## src/rtl/freq_generator.sv

```systemverilog
// freq_generator: programmable 50%-duty square-wave source.
// A 16-bit frequency request (Hz) is turned into a half-period count by an
// iterative restoring divider (CLK_HZ/2 / freq, one quotient bit per clock),
// and a RUN counter then toggles OUT every q clocks.
// Optional build macro: FREQ_GEN_PHASE_ALIGN_EN -- when defined, OUT is forced
// low on entry to RUN so every new program starts with a full low half-period.
module freq_generator #(
  parameter int unsigned CLK_HZ = 100000000,
  parameter int          FREQ_W = 16,
  parameter int          CNT_W  = 26
) (
  input  logic              CLK,
  input  logic              RST,
  input  logic [FREQ_W-1:0] freq,
  input  logic              load,
  output logic              OUT,
  output logic              busy,
  output logic              active
);

  // Controller states
  localparam logic [1:0] ST_IDLE   = 2'd0;
  localparam logic [1:0] ST_DIVIDE = 2'd1;
  localparam logic [1:0] ST_RUN    = 2'd2;

  // Constant dividend: half the clock rate gives the half-period in clocks
  localparam logic [CNT_W-1:0] DIVIDEND = CNT_W'(CLK_HZ / 2);
  localparam int               STEP_W   = $clog2(CNT_W + 1);

  logic [1:0]        state_q,   state_d;
  logic [FREQ_W-1:0] divisor_q, divisor_d;
  logic [FREQ_W-1:0] rem_q,     rem_d;
  logic [CNT_W-1:0]  dvd_q,     dvd_d;
  logic [CNT_W-1:0]  quo_q,     quo_d;
  logic [STEP_W-1:0] step_q,    step_d;
  logic [CNT_W-1:0]  cnt_q,     cnt_d;
  logic              out_q,     out_d;
  logic              busy_q,    busy_d;
  logic              active_q,  active_d;

  // Divider datapath signals
  logic [FREQ_W:0]   rem_shift;
  logic [FREQ_W:0]   rem_diff;
  logic              q_bit;
  logic [FREQ_W-1:0] rem_step;
  logic [CNT_W-1:0]  quo_step;
  logic [CNT_W-1:0]  q_final;
  logic              last_step;
  logic              term_cnt;
  logic              load_ok;

  // One restoring-division step: bring down the next dividend bit, try to
  // subtract the divisor, keep the difference when it did not borrow.
  // The remainder is always below the divisor, so the shifted value is below
  // twice the divisor and the MSB of the difference is a clean borrow flag.
  always_comb begin
    rem_shift = {rem_q, dvd_q[CNT_W-1]};
    rem_diff  = rem_shift - {1'b0, divisor_q};
    q_bit     = ~rem_diff[FREQ_W];
    rem_step  = q_bit ? rem_diff[FREQ_W-1:0] : rem_shift[FREQ_W-1:0];
    quo_step  = {quo_q[CNT_W-2:0], q_bit};
    // Requests above CLK_HZ/2 would give a zero half-period; clamp to one clock
    q_final   = (quo_step == '0) ? CNT_W'(1) : quo_step;
    last_step = (step_q == STEP_W'(1));
    term_cnt  = (cnt_q == (quo_q - CNT_W'(1)));
    load_ok   = load & ~busy_q;
  end

  // Next-state logic for the controller, divider and half-period counter
  always_comb begin
    state_d   = state_q;
    divisor_d = divisor_q;
    rem_d     = rem_q;
    dvd_d     = dvd_q;
    quo_d     = quo_q;
    step_d    = step_q;
    cnt_d     = cnt_q;
    out_d     = out_q;
    busy_d    = busy_q;
    active_d  = active_q;

    case (state_q)
      ST_DIVIDE: begin
        rem_d  = rem_step;
        quo_d  = quo_step;
        dvd_d  = {dvd_q[CNT_W-2:0], 1'b0};
        step_d = step_q - STEP_W'(1);
        if (last_step) begin
          state_d  = ST_RUN;
          quo_d    = q_final;
          cnt_d    = '0;
          busy_d   = 1'b0;
          active_d = 1'b1;
`ifdef FREQ_GEN_PHASE_ALIGN_EN
          out_d    = 1'b0;
`else
          out_d    = out_q;
`endif
        end
      end
      ST_RUN: begin
        if (term_cnt) begin
          cnt_d = '0;
          out_d = ~out_q;
        end else begin
          cnt_d = cnt_q + CNT_W'(1);
        end
      end
      default: begin
        // IDLE: OUT holds, nothing counts
      end
    endcase

    // An accepted load overrides everything above, including a toggle that
    // would have happened on this same cycle.
    if (load_ok) begin
      if (freq != '0) begin
        state_d   = ST_DIVIDE;
        divisor_d = freq;
        rem_d     = '0;
        quo_d     = '0;
        dvd_d     = DIVIDEND;
        step_d    = STEP_W'(CNT_W);
        cnt_d     = '0;
        out_d     = out_q;
        busy_d    = 1'b1;
        active_d  = 1'b0;
      end else begin
        state_d   = ST_IDLE;
        cnt_d     = '0;
        out_d     = 1'b0;
        busy_d    = 1'b0;
        active_d  = 1'b0;
      end
    end
  end

  // State registers with asynchronous reset to the idle, all-zero condition
  always_ff @(posedge CLK or posedge RST) begin
    if (RST) begin
      state_q   <= ST_IDLE;
      divisor_q <= '0;
      rem_q     <= '0;
      dvd_q     <= '0;
      quo_q     <= '0;
      step_q    <= '0;
      cnt_q     <= '0;
      out_q     <= 1'b0;
      busy_q    <= 1'b0;
      active_q  <= 1'b0;
    end else begin
      state_q   <= state_d;
      divisor_q <= divisor_d;
      rem_q     <= rem_d;
      dvd_q     <= dvd_d;
      quo_q     <= quo_d;
      step_q    <= step_d;
      cnt_q     <= cnt_d;
      out_q     <= out_d;
      busy_q    <= busy_d;
      active_q  <= active_d;
    end
  end

  assign OUT    = out_q;
  assign busy   = busy_q;
  assign active = active_q;

endmodule

```

## config.mk

```make
export PLATFORM = sky130hd
export DESIGN_NAME = freq_generator
export DESIGN_NICKNAME = d
export VERILOG_FILES = /design/src/rtl/freq_generator.sv
export SDC_FILE = /design/constraint.sdc
export NUM_CORES = 1
export LEC_CHECK = 0
export BUFFER_PORTS_ARGS = -buffer_cell sky130_fd_sc_hd__buf_4
export CAP_MARGIN = 20
export CELL_PAD_IN_SITES_DETAIL_PLACEMENT = 1
export CELL_PAD_IN_SITES_GLOBAL_PLACEMENT = 2
export CORE_MARGIN = 2
export CORE_UTILIZATION = 42
export DETAILED_ROUTE_END_ITERATION = 8
export PLACE_DENSITY_LB_ADDON = 0.25
export SLEW_MARGIN = 5
export SYNTH_ARGS = -nofsm -noshare
export SYNTH_HDL_FRONTEND = slang
export SYNTH_SLANG_ARGS = --single-unit
```

## constraint.sdc

```tcl
create_clock -name CLK -period 6.6 [get_ports CLK]
set_input_delay 0.66 -clock CLK [delete_from_list [all_inputs] [get_ports CLK]]
set_output_delay 0.66 -clock CLK [all_outputs]
set_load 0.05 [all_outputs]
```

==> flow_metrics.py <==
metrics = {
    "setup_path": {
        "crit_path_end_kind": "flop",
        "path_max_fanout": 30,
        "worstPathArrival_ns": 4.37,
        "required_ns": 6.88,
        "cpPeakStageDelay_ns": 0.56,
        "startpoint": "quo_q[0]",
        "startpoint_type": "flop",
        "r2r_start": "quo_q[0]",
        "crit_slowest_cell": "a2111o_1",
        "critPathKind": "reg2reg",
        "crit_path_cell_trace": "inv_1, ha_1, or4b_4, o41a_1, a2111oi_2, o2111ai_1, or4_1, a2111o_1, buf_16, nand2_1, o311ai_1",
    },
    "logic_synthesis": {
        "synth.distinct_cells": 69,
        "netlist_instances": 864,
        "synth_seq_cells": 118,
        "synth_area_um2": 7315,
        "seq_area_frac_synth_pct": 40.37,
        "syn-num-nets": 904,
        "ys_async_sr_fraction_pct": 100.0,
        "synth_edf_count": 0,
        "yosys_warnings": 0,
        "avgSynthCellArea_um2": 8.466,
        "synth_flop_cell": "dfrtp_1",
    },
    "timing": {
        "rsz0062_at_grt": "false",
        "fin_tns_setup_ns": 0,
        "hold_viol_final": 0,
        "slew_violations": 0,
        "finalCritPeriodShare_pct": 61.96,
        "clock_skew_ns": 0.006601,
        "timing.fmax_mhz": 244.5,
        "relSlewSlack_pct": 36.86,
        "period_needed_ns": 4.090,
        "worst_pin_slew_ns": 0.9340,
        "setup_viol": 0,
    },
    "routing": {
        "wl_per_cell_um": 18.39,
        "routed_wl_mm": 20.16,
        "drtIter0Drc": 330,
        "detail-route-antenna-nets": 0,
        "via_per_inst": 5.849,
        "vias": 6410,
        "drc": 0,
        "dr.pass1.iters": 5,
    },
    "pwr": {
        "power_leakage_nw": 3.468,
        "finalPower_mw": 1.901,
        "p_per_area_nw_per_um2": 230.4,
        "peakVddDrop_mv": 0.1914,
    },
    "grt": {
        "grt_pass1_wl_mm": 33.49,
        "top_usage_layer": "met2",
        "grt_usage_pct": 22.78,
        "grt_util_met1_pct": 31.19,
        "gr-total-overflow": 0,
        "met2_usage_pct": 37.15,
        "antenna_found_initial": 0,
        "grt_max_degree": 81,
        "grt_pass1_vias": 6635,
        "grtUsageMet3_pct": 3.654,
    },
    "placement": {
        "dpl-instance-area_um2": 7601,
        "gp_congestion": 0.8740,
        "place_hpwl_mm": 13.71,
        "port_buffers": 21,
    },
    "cts": {
        "cts_tree": "yes",
        "clk_latency_ns": 0.42,
        "cts_made_buffers": 17,
        "cts_sinks": 118,
        "h-tree-depth": 4,
        "cts-root-buf": "clkbuf_16",
        "holdBufCountCts": 0,
        "postCtsSetupBuffers": 0,
        "ctsResizeCount": 0,
        "clkTransAtPathRegs_ns": 0.06,
        "cts_buffer_depth": 2,
    },
    "floorplan": {
        "core_area_um2": 17180,
        "die_area_um2": 18490,
        "initial_core_util_pct": 42.58,
        "fp.dieH_um": 136.0,
        "ios": 22,
        "rows": 48,
        "fp.dieW_um": 136.0,
    },
    "finish": {
        "stdcell_area_um2": 8253,
        "nets": 898,
        "drive_gt1_share_pct": 9.185,
        "area_growth_pct": 12.83,
        "antennaDiodeCount": 0,
        "final_util_pct": 48.05,
    },
    "run_status": {
        "outcome": "complete, no violations",
    },
    "job": {
        "maxCapViolations": 0,
    },
    "worst_hold_path": {
        "hold_class": "in2async",
    },
}
[through the flow]
stage	std cells	hold slack [ns]	worst slack [ns]
after floorplan	864	0.4523	2.811
final	1096	0.3716	2.510
after global placement	1063	0.4773	2.513
after global routing	1096	0.4308	2.261
after detailed placement	1063	0.4830	2.172
after CTS	1095	0.4202	2.187
[layout by cell type (no fill, tap or decap), types with 11 or more instances in the layout]
cell	count
nand2_1	152
nor4_1	13
mux2i_1	19
o21ai_0	44
xor2_1	17
and3_1	11
a21oi_1	59
nand4_1	15
or4_1	12
clkbuf_16	17
nor3_1	15
a31oi_1	25
xnor2_1	31
nand2b_1	11
ha_1	20
inv_1	40
nand3_1	52
dfrtp_1	118
buf_4	29
nor2_1	35
[cell families after synthesis]
group,count (synthesis),synth area share (%)
AO/OA/AOI/OAI,199,16.88
XOR/XNOR,49,5.867
adder cells (fa/ha/maj),21,3.695
buffers and inverters,96,5.525
flip-flops,118,40.37
multiplexers,20,2.754
AND/OR/NAND/NOR,361,24.91
[synth_stat cells (7+ instances only)]
cell type	n	share of area [%]
o211ai_1	10	1.0
and3_1	11	0.94
nor2_1	35	1.8
ha_1	20	3.4
nand2b_1	11	0.94
o21ai_0	44	3.0
or4_1	12	1.2
nor4_1	13	1.1
xnor2_1	31	3.7
a31oi_1	25	2.1
mux2i_1	19	2.6
nand2_1	153	7.9
clkbuf_1	42	2.2
inv_1	41	2.1
nor3_1	16	1.1
o21ai_1	10	0.68
nand3_1	52	3.6
xor2_1	18	2.2
a21oi_1	59	4.0
dfrtp_1	118	40
or3_1	7	0.60
nand4_1	15	1.3
[flip-flops by register name, summed over array words and instances, names as in the netlist]
name and cells:
step_q 5, OUT 1, cnt_q 26, quo_q 26
dvd_q 26, divisor_q 16, busy 1, rem_q 16
state_q 1
[where the power goes]
| part | switching (mW) | internal, mW | leakage (nW) | total (mW) |
|---|---|---|---|---|
| Clock | 0.349 | 0.642 | 0.304 | 0.990 |
| Sequential | 0.0242 | 0.743 | 1.35 | 0.767 |
| Combinational | 0.0852 | 0.0584 | 1.81 | 0.144 |
| Total | 0.458 | 1.44 | 3.47 | 1.90 |
[cell type report]
cell class	instances	area [um^2]
fill	2073	8924
multi-input combinational	650	3993
sequential	118	2953
clock buffer	20	446.7
tap	225	281.5
timing repair buffer	30	245.2
clock inverter	12	177.7
inverter	41	156.4
[metal layers]
| layer | vias to the layer above | wire length (um) |
|---|---|---|
| met5 | - | 0 |
| met2 | 96 | 9737 |
| met1 | 3219 | 9578 |
| li1 | 3071 | - |
| met3 | 24 | 525 |
| met4 | 0 | 315 |
[path summary, 6_finish.rpt]
check	end	slack, ns	cells after the start
setup / recovery	cnt_q[5]	2.51	11
hold / removal	dvd_q[11]	0.37	2
setup reg to reg	cnt_q[5]	2.51	11
hold reg to reg	dvd_q[21]	0.49	2
max in group asynchronous	rem_q[10]	4.92	3
min in group CLK	divisor_q[4]	0.46	3
[critical path: cells and delay by family, from the launching register on]
kind / cells / cell delay [ns]
AO/OA/AOI/OAI: 5 / 1.58
AND/OR/NAND/NOR: 3 / 1.29
flip-flops: 1 / 0.45
buffers and inverters: 2 / 0.33
adder cells (fa/ha/maj): 1 / 0.28
Note: power is estimated with default switching activity, not from simulation.
